### config.mk
export PLATFORM = sky130hd
export DESIGN_NAME = csr_access_arbiter
export DESIGN_NICKNAME = d
export VERILOG_FILES = /design/src/rtl/eros_pkg.sv /design/src/rtl/csr_rr_pick.sv /design/src/rtl/csr_access_arbiter.sv
export SDC_FILE = /design/constraint.sdc
export NUM_CORES = 1
export LEC_CHECK = 0
export CAP_MARGIN = 20
export CORE_AREA = 5 5 201 203
export DETAILED_ROUTE_END_ITERATION = 6
export DIE_AREA = 0 0 206 208
export DONT_BUFFER_PORTS = 1
export GPL_TIMING_DRIVEN = 0
export PLACE_DENSITY = 0.3
export REMOVE_ABC_BUFFERS = 1
export SLEW_MARGIN = 15
export SYNTH_ARGS = -nofsm -noshare
export SYNTH_HDL_FRONTEND = slang
export SYNTH_HIERARCHICAL = 1
export SYNTH_SLANG_ARGS = --single-unit
### constraint.sdc
create_clock -name clk_i -period 2.9 [get_ports clk_i]
set_input_delay 0.58 -clock clk_i [delete_from_list [all_inputs] [get_ports clk_i]]
set_output_delay 0.58 -clock clk_i [all_outputs]
set_load 0.1 [all_outputs]
### src/rtl/eros_pkg.sv
// eros_pkg: shared types and constants for the safe-CPU wrapper CSR path.
//   - CSR_ARB_* : default sizing of the CSR access arbiter
//   - csr_arb_state_e : arbiter FSM state encoding
//   - obi_req_t / obi_resp_t : OBI data-master request/response bundles
//   - reg_req_t / reg_rsp_t  : single-access register bus bundles
package eros_pkg;

  localparam int          CSR_ARB_NHARTS    = 3;
  // One master per hart plus the external master.
  localparam int          CSR_ARB_NMASTER   = CSR_ARB_NHARTS + 1;
  localparam int          CSR_ARB_TIMEOUT   = 64;
  localparam logic [31:0] CSR_ARB_ERR_RDATA = 32'hBADC_AB1E;

  typedef enum logic [1:0] {
    CSR_ARB_IDLE = 2'd0,
    CSR_ARB_BUSY = 2'd1,
    CSR_ARB_RESP = 2'd2
  } csr_arb_state_e;

  typedef struct packed {
    logic        req;
    logic        we;
    logic [3:0]  be;
    logic [31:0] addr;
    logic [31:0] wdata;
  } obi_req_t;

  typedef struct packed {
    logic        gnt;
    logic        rvalid;
    logic [31:0] rdata;
  } obi_resp_t;

  typedef struct packed {
    logic        valid;
    logic        write;
    logic [31:0] addr;
    logic [31:0] wdata;
    logic [3:0]  wstrb;
  } reg_req_t;

  typedef struct packed {
    logic        ready;
    logic [31:0] rdata;
    logic        error;
  } reg_rsp_t;

endpackage

### src/rtl/csr_rr_pick.sv
// csr_rr_pick: combinational round-robin picker.
//   req        : request vector, one bit per master
//   ptr        : index of the last winner; scanning starts at ptr+1 and wraps
//   gnt_onehot : one-hot winner (all zero when nothing requests)
//   idx        : winner index (valid when found)
//   found      : at least one request is pending
module csr_rr_pick #(
  parameter int NMASTER = 4,
  parameter int IW      = $clog2(NMASTER)
) (
  input  logic [NMASTER-1:0] req,
  input  logic [IW-1:0]      ptr,
  output logic [NMASTER-1:0] gnt_onehot,
  output logic [IW-1:0]      idx,
  output logic               found
);

  logic [31:0] cand;

  // The last candidate examined (k == NMASTER) is ptr itself, so the most
  // recent winner has lowest priority.
  always_comb begin
    idx   = '0;
    found = 1'b0;
    cand  = '0;
    for (int k = 1; k <= NMASTER; k++) begin
      cand = 32'(ptr) + 32'(k);
      if (cand >= 32'(NMASTER)) begin
        cand = cand - 32'(NMASTER);
      end
      if (!found && req[cand[IW-1:0]]) begin
        found = 1'b1;
        idx   = cand[IW-1:0];
      end
    end
  end

  for (genvar gi = 0; gi < NMASTER; gi++) begin : g_onehot
    assign gnt_onehot[gi] = found && (idx == IW'(gi));
  end

endmodule

### src/rtl/csr_access_arbiter.sv
// csr_access_arbiter: shares the single CSR register port among NMASTER OBI
// data masters. Round-robin grant in IDLE, one reg-bus access in BUSY bounded
// by a watchdog, one-cycle rvalid back to the owner in RESP.
//   clk_i, rst_i   : clock, synchronous active-high reset
//   master_req_i   : per-master OBI request (req, we, be, addr, wdata)
//   master_resp_o  : per-master OBI response (gnt, rvalid, rdata)
//   reg_req_o      : CSR access (valid, write, addr, wdata, wstrb)
//   reg_rsp_i      : CSR response (ready, rdata, error)
//   err_valid_o    : one-cycle pulse on a slave error or timeout
//   err_master_o   : owner of the failed access (0 when no pulse)
//   busy_o         : arbiter is not idle
module csr_access_arbiter
  import eros_pkg::*;
#(
  parameter int          NMASTER   = CSR_ARB_NMASTER,
  parameter int          TIMEOUT   = CSR_ARB_TIMEOUT,
  parameter logic [31:0] ERR_RDATA = CSR_ARB_ERR_RDATA
) (
  input  logic                       clk_i,
  input  logic                       rst_i,
  input  obi_req_t                   master_req_i  [NMASTER],
  output obi_resp_t                  master_resp_o [NMASTER],
  output reg_req_t                   reg_req_o,
  input  reg_rsp_t                   reg_rsp_i,
  output logic                       err_valid_o,
  output logic [$clog2(NMASTER)-1:0] err_master_o,
  output logic                       busy_o
);

  localparam int IW = $clog2(NMASTER);
  localparam int CW = $clog2(TIMEOUT);

  csr_arb_state_e state_reg;
  logic [IW-1:0]  ptr_reg;
  logic [IW-1:0]  owner_reg;
  logic           we_reg;
  logic [3:0]     be_reg;
  logic [31:0]    addr_reg;
  logic [31:0]    wdata_reg;
  logic [31:0]    rdata_reg;
  logic           err_reg;
  logic [CW-1:0]  cnt_reg;

  logic [NMASTER-1:0] req_vec;
  logic [NMASTER-1:0] pick_onehot;
  logic [IW-1:0]      pick_idx;
  logic               pick_found;
  logic               grant_en;
  logic               in_resp;

  for (genvar gi = 0; gi < NMASTER; gi++) begin : g_req
    assign req_vec[gi] = master_req_i[gi].req;
  end

  csr_rr_pick #(
    .NMASTER (NMASTER),
    .IW      (IW)
  ) u_pick (
    .req        (req_vec),
    .ptr        (ptr_reg),
    .gnt_onehot (pick_onehot),
    .idx        (pick_idx),
    .found      (pick_found)
  );

  // A grant seen during reset would not be honoured, so it is suppressed.
  assign grant_en = (state_reg == CSR_ARB_IDLE) && !rst_i;
  assign in_resp  = (state_reg == CSR_ARB_RESP);

  always_ff @(posedge clk_i) begin
    if (rst_i) begin
      state_reg <= CSR_ARB_IDLE;
      ptr_reg   <= IW'(NMASTER - 1);
      owner_reg <= '0;
      we_reg    <= 1'b0;
      be_reg    <= '0;
      addr_reg  <= '0;
      wdata_reg <= '0;
      rdata_reg <= '0;
      err_reg   <= 1'b0;
      cnt_reg   <= '0;
    end else begin
      case (state_reg)
        CSR_ARB_IDLE: begin
          if (pick_found) begin
            owner_reg <= pick_idx;
            ptr_reg   <= pick_idx;
            we_reg    <= master_req_i[pick_idx].we;
            be_reg    <= master_req_i[pick_idx].be;
            addr_reg  <= master_req_i[pick_idx].addr;
            wdata_reg <= master_req_i[pick_idx].wdata;
            cnt_reg   <= '0;
            state_reg <= CSR_ARB_BUSY;
          end
        end
        CSR_ARB_BUSY: begin
          cnt_reg <= cnt_reg + CW'(1);
          // ready is checked first so a response on the last allowed cycle
          // still delivers real data.
          if (reg_rsp_i.ready) begin
            rdata_reg <= reg_rsp_i.rdata;
            err_reg   <= reg_rsp_i.error;
            state_reg <= CSR_ARB_RESP;
          end else if (cnt_reg == CW'(TIMEOUT - 1)) begin
            rdata_reg <= ERR_RDATA;
            err_reg   <= 1'b1;
            state_reg <= CSR_ARB_RESP;
          end
        end
        CSR_ARB_RESP: begin
          state_reg <= CSR_ARB_IDLE;
        end
        default: begin
          state_reg <= CSR_ARB_IDLE;
        end
      endcase
    end
  end

  always_comb begin
    reg_req_o = '0;
    if (state_reg == CSR_ARB_BUSY) begin
      reg_req_o.valid = 1'b1;
      reg_req_o.write = we_reg;
      reg_req_o.addr  = addr_reg;
      reg_req_o.wdata = wdata_reg;
      reg_req_o.wstrb = be_reg;
    end
  end

  for (genvar gi = 0; gi < NMASTER; gi++) begin : g_resp
    logic own_resp;
    assign own_resp                  = in_resp && (owner_reg == IW'(gi));
    assign master_resp_o[gi].gnt     = grant_en && pick_onehot[gi];
    assign master_resp_o[gi].rvalid  = own_resp;
    assign master_resp_o[gi].rdata   = own_resp ? rdata_reg : '0;
  end

  assign err_valid_o  = in_resp && err_reg;
  assign err_master_o = err_valid_o ? owner_reg : '0;
  assign busy_o       = (state_reg != CSR_ARB_IDLE);

endmodule
## After elaboration in Yosys (flattened, before gate mapping)

Index checks and enable logic that the tools add are counted.

- Register bits after elaboration: 114
- Input bits: 316
- Output and inout bits: 210
- Word-level logic and storage cells: 110

- $add $sub $neg: 9
- $lt $le $gt $ge: 9
- Eq/ne operators: 11
- Mux-type cells: 39
- Bitwise operators: 1
- Reductions and logical operators: 31

Operator list:

| operator | number |
|---|---|
| $mux 32 | 6 |
| $bmux 70 s2 | 1 |
| $mux 69 | 2 |
| $mux 70 | 1 |
| $mux 2 | 12 |
| $logic_and 1x1->1 | 17 |
| $ge 3x3->1 const B | 4 |
| $lt 2x3->1 const B | 4 |
| $pmux 6 s2 | 1 |
| $eq 2x2->1 const B | 5 |
| $mux 1 | 10 |
| $bmux 1 s2 | 4 |
| $reduce_and 2->1 | 4 |
| $sub 2x1->2 const B | 4 |
| $add 2x2->3 const B | 2 |
| $add 6x1->6 const B | 1 |
| $eq 2x1->1 const B | 3 |
| $eq 6x6->1 const B | 1 |
| $logic_not 2->1 | 3 |
| $mux 6 | 1 |
| $reduce_bool 2->1 | 3 |
| $add 2x3->4 const B | 1 |
| $ge 4x3->1 const B | 1 |
| $logic_not 1->1 | 4 |
| other kinds (5) | 5 |

## Depth between registers and ports, before layout

Gate-level depths: netlist of the first run.

- Depth after elaboration: 19
- Mapped depth: 8
- Gate-level depth less buffers: 5

## By module

The synthesis of the first run kept the hierarchy.

By module, submodules not included:

| module | instances | cells each | area each (µm²) |
|---|---|---|---|
| csr_access_arbiter | 1 | 645 | 6952.9 |
| csr_rr_pick | 1 | 34 | 222.7 |

## Worst setup path before layout of the first run

Ideal clock, no wire load.

- Path kind: reg2out
- Start: register state_reg[1]
- End: output port err_master_o[0]
- Data arrival time: 2824 ps
- Required time: 2320 ps
- Slack: -504 ps
- Cell stages (with the launch flop): 4
- Buffers on the path: 1
- Cell sequence: dfxtp_1 > buf_4 > nand2_2 > nor3b_1

- Word-level cells in the longest chain between the ends: 3

RTL lines:

| item | line | RTL |
|---|---|---|
| from (decl) | csr_access_arbiter.sv:33 | `csr_arb_state_e state_reg;` |
| from (signal assigned) | csr_access_arbiter.sv:72 | `state_reg <= CSR_ARB_IDLE;` |
| from (signal assigned) | csr_access_arbiter.sv:93 | `state_reg <= CSR_ARB_BUSY;` |
| from (signal assigned) | csr_access_arbiter.sv:103 | `state_reg <= CSR_ARB_RESP;` |
| $eq 2x2->1 | csr_access_arbiter.sv:68 | `assign in_resp = (state_reg == CSR_ARB_RESP);` |
| $logic_and 1x1->1 | csr_access_arbiter.sv:139 | `assign err_valid_o = in_resp && err_reg;` |
| $mux 2 | csr_access_arbiter.sv:140 | `assign err_master_o = err_valid_o ? owner_reg : '0;` |
| to (decl) | csr_access_arbiter.sv:26 | `output logic [$clog2(NMASTER)-1:0] err_master_o,` |

Every way passes these cells.

==> Flow_metrics.wiki, run 1 <==
{| class="wikitable"
! Metric !! Value
|-
| Cell accounting for the most synthesized area || sky130_fd_sc_hd__dfxtp_1
|-
| Nets@finish || 968
|-
| Max-slew violation count || 0
|-
| Critical Path End Type || output pin
|-
| RSZ-0062 raised after global routing || yes
|-
| Setup violators final || 0
|-
| Final sum of negative setup slack || 0 ns
|-
| Sinks on Clock Net || 114
|-
| Maximum cell stage delay along the critical path || 0.73 ns
|-
| Number of detailed-route iterations in the first pass || 5
|-
| Critical path class || flop to output pin
|-
| DRC || 0
|-
| Synth unique cells || 49
|-
| RD Place Congestion || 0.8052
|-
| Vias per inst || 4.695
|-
| Number of buffers created by CTS || 17
|-
| Transition time of the tightest slew-check pin || 1.046 ns
|-
| Length of routed met3 wiring || 2.921 mm
|-
| Reg2reg setup slack || 0.18 ns
|-
| Die boundary width || 206 um
|-
| Slew margin rel. || 30.77%
|-
| Number of cells produced by synthesis || 679
|-
| Overall global routing resource usage || 13.08%
|-
| Async S/R FF share, synth || 0%
|-
| Wire length on met2 || 15.84 mm
|-
| TritonCTS clock tree || built
|-
| Count of yosys warnings during synthesis || 6
|-
| Worst setup skew after layout || 0.007288 ns
|-
| Initial detailed-routing violation count || 248
|-
| Critical path arrival || 2.31 ns
|-
| Fin crit share || 99.53%
|-
| Highest-count cells in the layout ignoring fill and taps || 110 x sky130_fd_sc_hd__dfxtp_1, 102 x sky130_fd_sc_hd__and2_2, 88 x sky130_fd_sc_hd__and2_4, 69 x sky130_fd_sc_hd__mux4_2, 69 x sky130_fd_sc_hd__a22o_1
|-
| Synth Register Bits || 114
|-
| Syn Std Cell Area || 7176 um2
|-
| Total half-perimeter wirelength after legalization and detailed placement || 24.12 mm
|-
| Number of antenna violations at the first check in global routing || 5
|-
| CP Buf/Inv Count || 0
|-
| Maximum ir drop on the vdd rail || 0.2894 mV
|-
| Share of the yosys chip area belonging to registers || 31.80%
|-
| Most common library cell in the layout ignoring fill and taps || sky130_fd_sc_hd__dfxtp_1
|-
| Clk pin slew, worst setup/hold paths || 0.06 ns
|-
| Switching fraction of total power || 33.37%
|-
| Area of all placed cells without fillers || 8961 um2
|-
| Top fanout value on the critical path || 33
|-
| Max Cap Viol || 0
|-
| CP max-delay cell || sky130_fd_sc_hd__and4bb_4
|-
| List of cells traversed by the critical path || and4bb_4 -> and2_2
|-
| Later-pin clock latency in the skew report || 0.43 ns
|-
| Mean Syn Cell Area || 10.57 um2
|-
| Overall overflow remaining after global route || 0
|-
| Number of flops mapped to enable cells by yosys || 0
|-
| Top-level I/O count || 526
|-
| Vias in the first global route || 5758
|-
| P_int || 4.001 mW
|-
| CTS Root Buffer Type || sky130_fd_sc_hd__clkbuf_16
|-
| Die Footprint || 42850 um2
|-
| Ratio of cells with drive above 1 in the final layout || 51.13%
|-
| Delay-heaviest family, CP || simple AND/OR/NAND/NOR gates
|-
| Average wire length per cell after detail routing || 25.04 um
|-
| Antenna viol nets, final || 0
|-
| Prevailing post-synth register cell || sky130_fd_sc_hd__dfxtp_1
|-
| Buffer depth of the longest clock path || 2
|-
| Wire length reported by the detailed router || 29.67 mm
|-
| Starting Density || 18.74%
|-
| Top post-synthesis cells by area || sky130_fd_sc_hd__dfxtp_1 32%, sky130_fd_sc_hd__mux4_2 22%, sky130_fd_sc_hd__and2_1 18%
|-
| Static Leak || 3.303 nW
|-
| Classification of the worst-slack hold path || input pin to flop
|-
| Largest net degree at the start of global routing || 68
|-
| Fraction of post-synthesis cell area in the top cell type by area || 31.80%
|-
| Hold violation count in the final report || 0
|-
| Comb power frac || 29.3%
|-
| Wire length on met1 || 10.42 mm
|-
| Number of I/O port buffers || 0
|-
| Placement Cell Area || 7884 um2
|-
| Std cell rows || 72
|-
| Core footprint || 38290 um2
|-
| Crit start category || flop
|-
| Routed via count || 5563
|-
| Critical Path RT || 2.32 ns
|-
| Layout overhead on the synthesized area || 24.88%
|-
| Power dissipated by switching net loads || 2.004 mW
|-
| Number of H-tree branching levels || 4
|-
| Highest attainable clock frequency || 346.5 MHz
|-
| Final min period || 2.886 ns
|-
| Result of the run || finished, final reports clean
|-
| First-pass GRT wire length || 41.07 mm
|-
| DIE HEIGHT || 208 um
|-
| Seq pwr share || 31.9%
|-
| Total power per unit cell area || 670.1 nW/um2
|-
| DR top layer || met5
|-
| Part of the power in the clock network || 38.9%
|}
[routing by layer]
layer  up-vias  GRT usage, %
met5         -             0
met4         2         4.016
met3        26         5.061
met2       362         24.22
met1      2711         13.47
li1       2462             -
[per-stage QoR]
step                total power, mW  utilization [%]  instances  setup WS (ns)  hold slack, ns
finish                        6.005            23.41       1185        0.01364          0.2229
global route                  6.291            23.40       1184        -0.1079          0.1880
CTS                           6.108            23.32       1181       -0.03117          0.1788
detailed placement            3.654            20.59       1144        -0.4032          0.4557
global placement              3.681            19.26       1122         -6.583          0.4564
floorplan                     3.394                -        604         -5.208          0.4339
[timing repair]
| action | in CTS | in global routing |
|---|---|---|
| gates resized for setup | 268 | 16 |
| setup buffers | 6 | 0 |
| hold buffers | 0 | 0 |
| endpoints found under the setup margin | 245 | 91 |
| pin swaps | 4 | 2 |
[Yosys cell counts, types with 2 or more instances]
master and number:
sky130_fd_sc_hd__buf_4 10, sky130_fd_sc_hd__o221a_1 20, sky130_fd_sc_hd__a22o_1 69, sky130_fd_sc_hd__o211ai_1 16, sky130_fd_sc_hd__buf_6 12, sky130_fd_sc_hd__a21oi_1 25
sky130_fd_sc_hd__clkbuf_1 29, sky130_fd_sc_hd__nand2_1 26, sky130_fd_sc_hd__or3_1 3, sky130_fd_sc_hd__o21ai_1 3, sky130_fd_sc_hd__mux4_2 69, sky130_fd_sc_hd__nor2b_1 2
sky130_fd_sc_hd__inv_1 5, sky130_fd_sc_hd__dfxtp_1 114, sky130_fd_sc_hd__and2_1 204, sky130_fd_sc_hd__and2b_1 2, sky130_fd_sc_hd__nor2_1 5, sky130_fd_sc_hd__o21ai_0 2
sky130_fd_sc_hd__nand3_1 4, sky130_fd_sc_hd__nor3_2 2, sky130_fd_sc_hd__nor3b_2 2, sky130_fd_sc_hd__o21bai_1 3, sky130_fd_sc_hd__nor3b_1 2, sky130_fd_sc_hd__nand4b_1 2
sky130_fd_sc_hd__and3b_1 2, sky130_fd_sc_hd__a211oi_1 2, sky130_fd_sc_hd__buf_2 22
[worst reg2reg max path, cell delays in order (launching register included)]
cell and delay [ns]:
sky130_fd_sc_hd__dfxtp_2 0.41, sky130_fd_sc_hd__and2b_1 0.25, sky130_fd_sc_hd__a21oi_1 0.08, sky130_fd_sc_hd__o221ai_4 0.33, sky130_fd_sc_hd__buf_16 0.22, sky130_fd_sc_hd__buf_16 0.20, sky130_fd_sc_hd__buf_16 0.20, sky130_fd_sc_hd__buf_16 0.19
sky130_fd_sc_hd__mux4_2 0.54, sky130_fd_sc_hd__a22o_1 0.20
[cells by family after synthesis]
group,after synthesis,synth area share (%)
simple gates,265,22.89
flops,114,31.80
mux,70,21.80
buf+inv,81,6.556
compound gates,148,16.77
fa+ha+maj,1,0.1743
[cell type report]
class / count / area (um2)
inverter: 6 / 25.02
multi-input combinational: 484 / 4840
tap: 518 / 648.1
clock inverter: 9 / 151.4
fill: 4040 / 29330
antenna: 4 / 10.01
timing repair buffer: 28 / 500.5
clock buffer: 22 / 494.2
sequential: 114 / 2292
[power by group through the flow]
| stage | registers (mW) | logic (mW) | clock network (mW) |
|---|---|---|---|
| after floorplan | 1.87 | 1.52 | 0 |
| after global placement | 1.92 | 1.76 | 0 |
| after detailed placement | 1.93 | 1.72 | 0 |
| after CTS | 1.91 | 1.77 | 2.42 |
| after global routing | 1.94 | 1.85 | 2.50 |
| final | 1.91 | 1.76 | 2.33 |
[final timing paths]
path | from | to | cells after the start
worst min register to register | wdata_reg[8]$_SDFFE_PP0P_ | wdata_reg[8]$_SDFFE_PP0P_ | 1
worst min-delay path | rst_i | owner_reg[0]$_SDFFE_PP0P_ | 1
worst max-delay path | owner_reg[1]$_SDFFE_PP0P_ | master_resp_o[41] | 2
worst max register to register | ptr_reg[1]$_SDFFE_PP1P_ | wdata_reg[23]$_SDFFE_PP0P_ | 9
Note: power is estimated with default switching activity, not from simulation.
==> run 2: changes to the inputs <==
==> constraint.sdc (replaced) <==
create_clock -name clk_i -period 3 [get_ports clk_i]
set_input_delay 0.6 -clock clk_i [delete_from_list [all_inputs] [get_ports clk_i]]
set_output_delay 0.6 -clock clk_i [all_outputs]
set_load 0.1 [all_outputs]
==> Flow_metrics.wiki, run 2 (synthesis gave the netlist of run 1 again) <==
{| class="wikitable"
! Metric !! Value
|-
| Critical Path End Type || output pin
|-
| Result of the run || finished, final reports clean
|-
| Worst Reg-to-Reg Cells || 9
|-
| Worst R2R End || wdata_reg[23]$_SDFFE_PP0P_
|-
| Antenna viol nets, final || 0
|-
| Wire length reported by the detailed router || 30.79 mm
|-
| DIE HEIGHT || 208 um
|-
| Number of buffers created by CTS || 17
|-
| Area of all placed cells without fillers || 8961 um2
|-
| Starting Density || 18.74%
|-
| CTS Root Buffer Type || sky130_fd_sc_hd__clkbuf_16
|-
| Max-slew violation count || 0
|-
| Reg2reg setup slack || 0.28 ns
|-
| Hold Startpoint || rst_i
|-
| Filler-free cell count of the finished design || 1193
|-
| Classification of the worst-slack hold path || input pin to flop
|-
| Setup violators final || 0
|-
| TritonCTS clock tree || built
|-
| Maximum ir drop on the vdd rail || 0.2822 mV
|-
| Worst flop-to-flop path startpoint || ptr_reg[1]$_SDFFE_PP1P_
|-
| Number of H-tree branching levels || 4
|-
| Core footprint || 38290 um2
|-
| List of cells traversed by the critical path || nand2b_1 -> inv_4 -> buf_16 -> and2_2
|-
| Static Leak || 3.297 nW
|-
| Placement Cell Area || 7884 um2
|-
| Clk pin slew, worst setup/hold paths || 0.06 ns
|-
| # placed instances || 1144
|-
| Highest attainable clock frequency || 342.9 MHz
|-
| Fin crit share || 97.20%
|-
| Initial detailed-routing violation count || 281
|-
| Nets@finish || 975
|-
| Overall global routing resource usage || 13.42%
|-
| RSZ-0062 raised after global routing || yes
|-
| Number of I/O port buffers || 0
|-
| Most common library cell in the layout ignoring fill and taps || sky130_fd_sc_hd__and2_2
|-
| Layout overhead on the synthesized area || 24.88%
|-
| Std cell rows || 72
|-
| Worst hold slack after final layout || 0.2414 ns
|-
| Transition time of the tightest slew-check pin || 1.046 ns
|-
| Slew margin rel. || 30.77%
|-
| Post-CTS Hold Buffers || 0
|-
| Routed via count || 5625
|-
| Highest-count cells in the layout ignoring fill and taps || 157 x sky130_fd_sc_hd__and2_2, 109 x sky130_fd_sc_hd__dfxtp_1, 69 x sky130_fd_sc_hd__mux4_2, 69 x sky130_fd_sc_hd__a22o_1, 33 x sky130_fd_sc_hd__and2_4
|-
| Total half-perimeter wirelength after legalization and detailed placement || 24.12 mm
|-
| Die Footprint || 42850 um2
|-
| Top fanout value on the critical path || 61
|-
| First-pass GRT wire length || 41.88 mm
|-
| Worst setup skew after layout || 0.006338 ns
|-
| DRC || 0
|-
| Max Cap Viol || 0
|-
| Hold violation count in the final report || 0
|-
| RD Place Congestion || 0.8052
|-
| Vias per inst || 4.715
|-
| Die boundary width || 206 um
|-
| Ratio of cells with drive above 1 in the final layout || 51.79%
|-
| Overall overflow remaining after global route || 0
|-
| Maximum cell stage delay along the critical path || 0.57 ns
|-
| Post-route total power || 5.781 mW
|-
| Average wire length per cell after detail routing || 25.81 um
|-
| Final min period || 2.916 ns
|-
| Critical path arrival || 2.32 ns
|-
| Worst min-delay path endpoint || owner_reg[0]$_SDFFE_PP0P_
|-
| Number of stages on the worst hold path || 1
|-
| Top-level I/O count || 526
|-
| Number of antenna violations at the first check in global routing || 6
|-
| Crit start category || flop
|-
| Largest net degree at the start of global routing || 68
|-
| Vias in the first global route || 5801
|-
| Critical Path RT || 2.40 ns
|-
| Later-pin clock latency in the skew report || 0.43 ns
|-
| CP max-delay cell || sky130_fd_sc_hd__dfxtp_4
|-
| Buffer depth of the longest clock path || 2
|-
| Number of detailed-route iterations in the first pass || 6
|-
| Total power per unit cell area || 645.1 nW/um2
|-
| Sinks on Clock Net || 114
|-
| Critical path class || flop to output pin
|}
[run 2: where the power goes]
| part | switching [mW] | internal [mW] |
|---|---|---|
| logic | 1.02 | 0.648 |
| registers | 0.151 | 1.70 |
| clock network | 0.766 | 1.49 |
[run 2: worst max-delay path by stage]
stage | start | endpoint | slack (ns) | cells past startpoint
final | state_reg[0]$_SDFFE_PP0P_ | reg_req_o[52] | 0.08 | 4
after global routing | state_reg[0]$_SDFFE_PP0P_ | reg_req_o[8] | -0.07 | 4
after CTS | owner_reg[1]$_SDFFE_PP0P_ | master_resp_o[46] | -0.04 | 2
after detailed placement | state_reg[0]$_SDFFE_PP0P_ | master_resp_o[41] | -0.32 | 2
after global placement | master_req_i[279] | addr_reg[20]$_SDFFE_PP0P_ | -6.50 | 5
after floorplan | master_req_i[279] | wdata_reg[19]$_SDFFE_PP0P_ | -5.13 | 5
[run 2: repair_timing]
action                     in CTS  in global routing
setup endpoints to repair     227                 81
buffers inserted                6                  4
gates resized for setup       224                  6
pin swaps                       3                  2
cloned                          2                  1
[run 2: stage by stage]
stage	util (%)	TNS, ns	worst slack (ns)
6_report	23.41	0	0.08387
4_1_cts	23.24	-0.2812	-0.03882
3_3_place_gp	19.26	-738.68	-6.503
5_1_grt	23.40	-2.028	-0.06576
3_5_place_dp	20.59	-29.38	-0.3232
2_1_floorplan	-	-477.60	-5.128
[run 2: routing by layer]
layer	vias up	part of all wire [%]	track usage (%)
met5	-	0.065	0
met4	2	2.0	4.612
met3	31	10	5.419
met2	362	53	24.74
met1	2744	35	13.58
li1	2486	-	-
[run 2: critical path: cells and delay by family (launching register included)]
kind,cells,cell delay (ns)
AND/OR/NAND/NOR,2,0.75
buffers and inverters,2,0.49
flip-flops,1,0.57
[run 2: final cells by class]
type | instances | area [um2]
Tap cell | 518 | 648.1
Clock buffer | 22 | 494.2
Multi-Input combinational cell | 487 | 4808
Clock inverter | 9 | 151.4
Fill cell | 4057 | 29330
Inverter | 6 | 25.02
Sequential cell | 114 | 2296
Timing Repair Buffer | 32 | 525.5
Antenna cell | 5 | 12.51
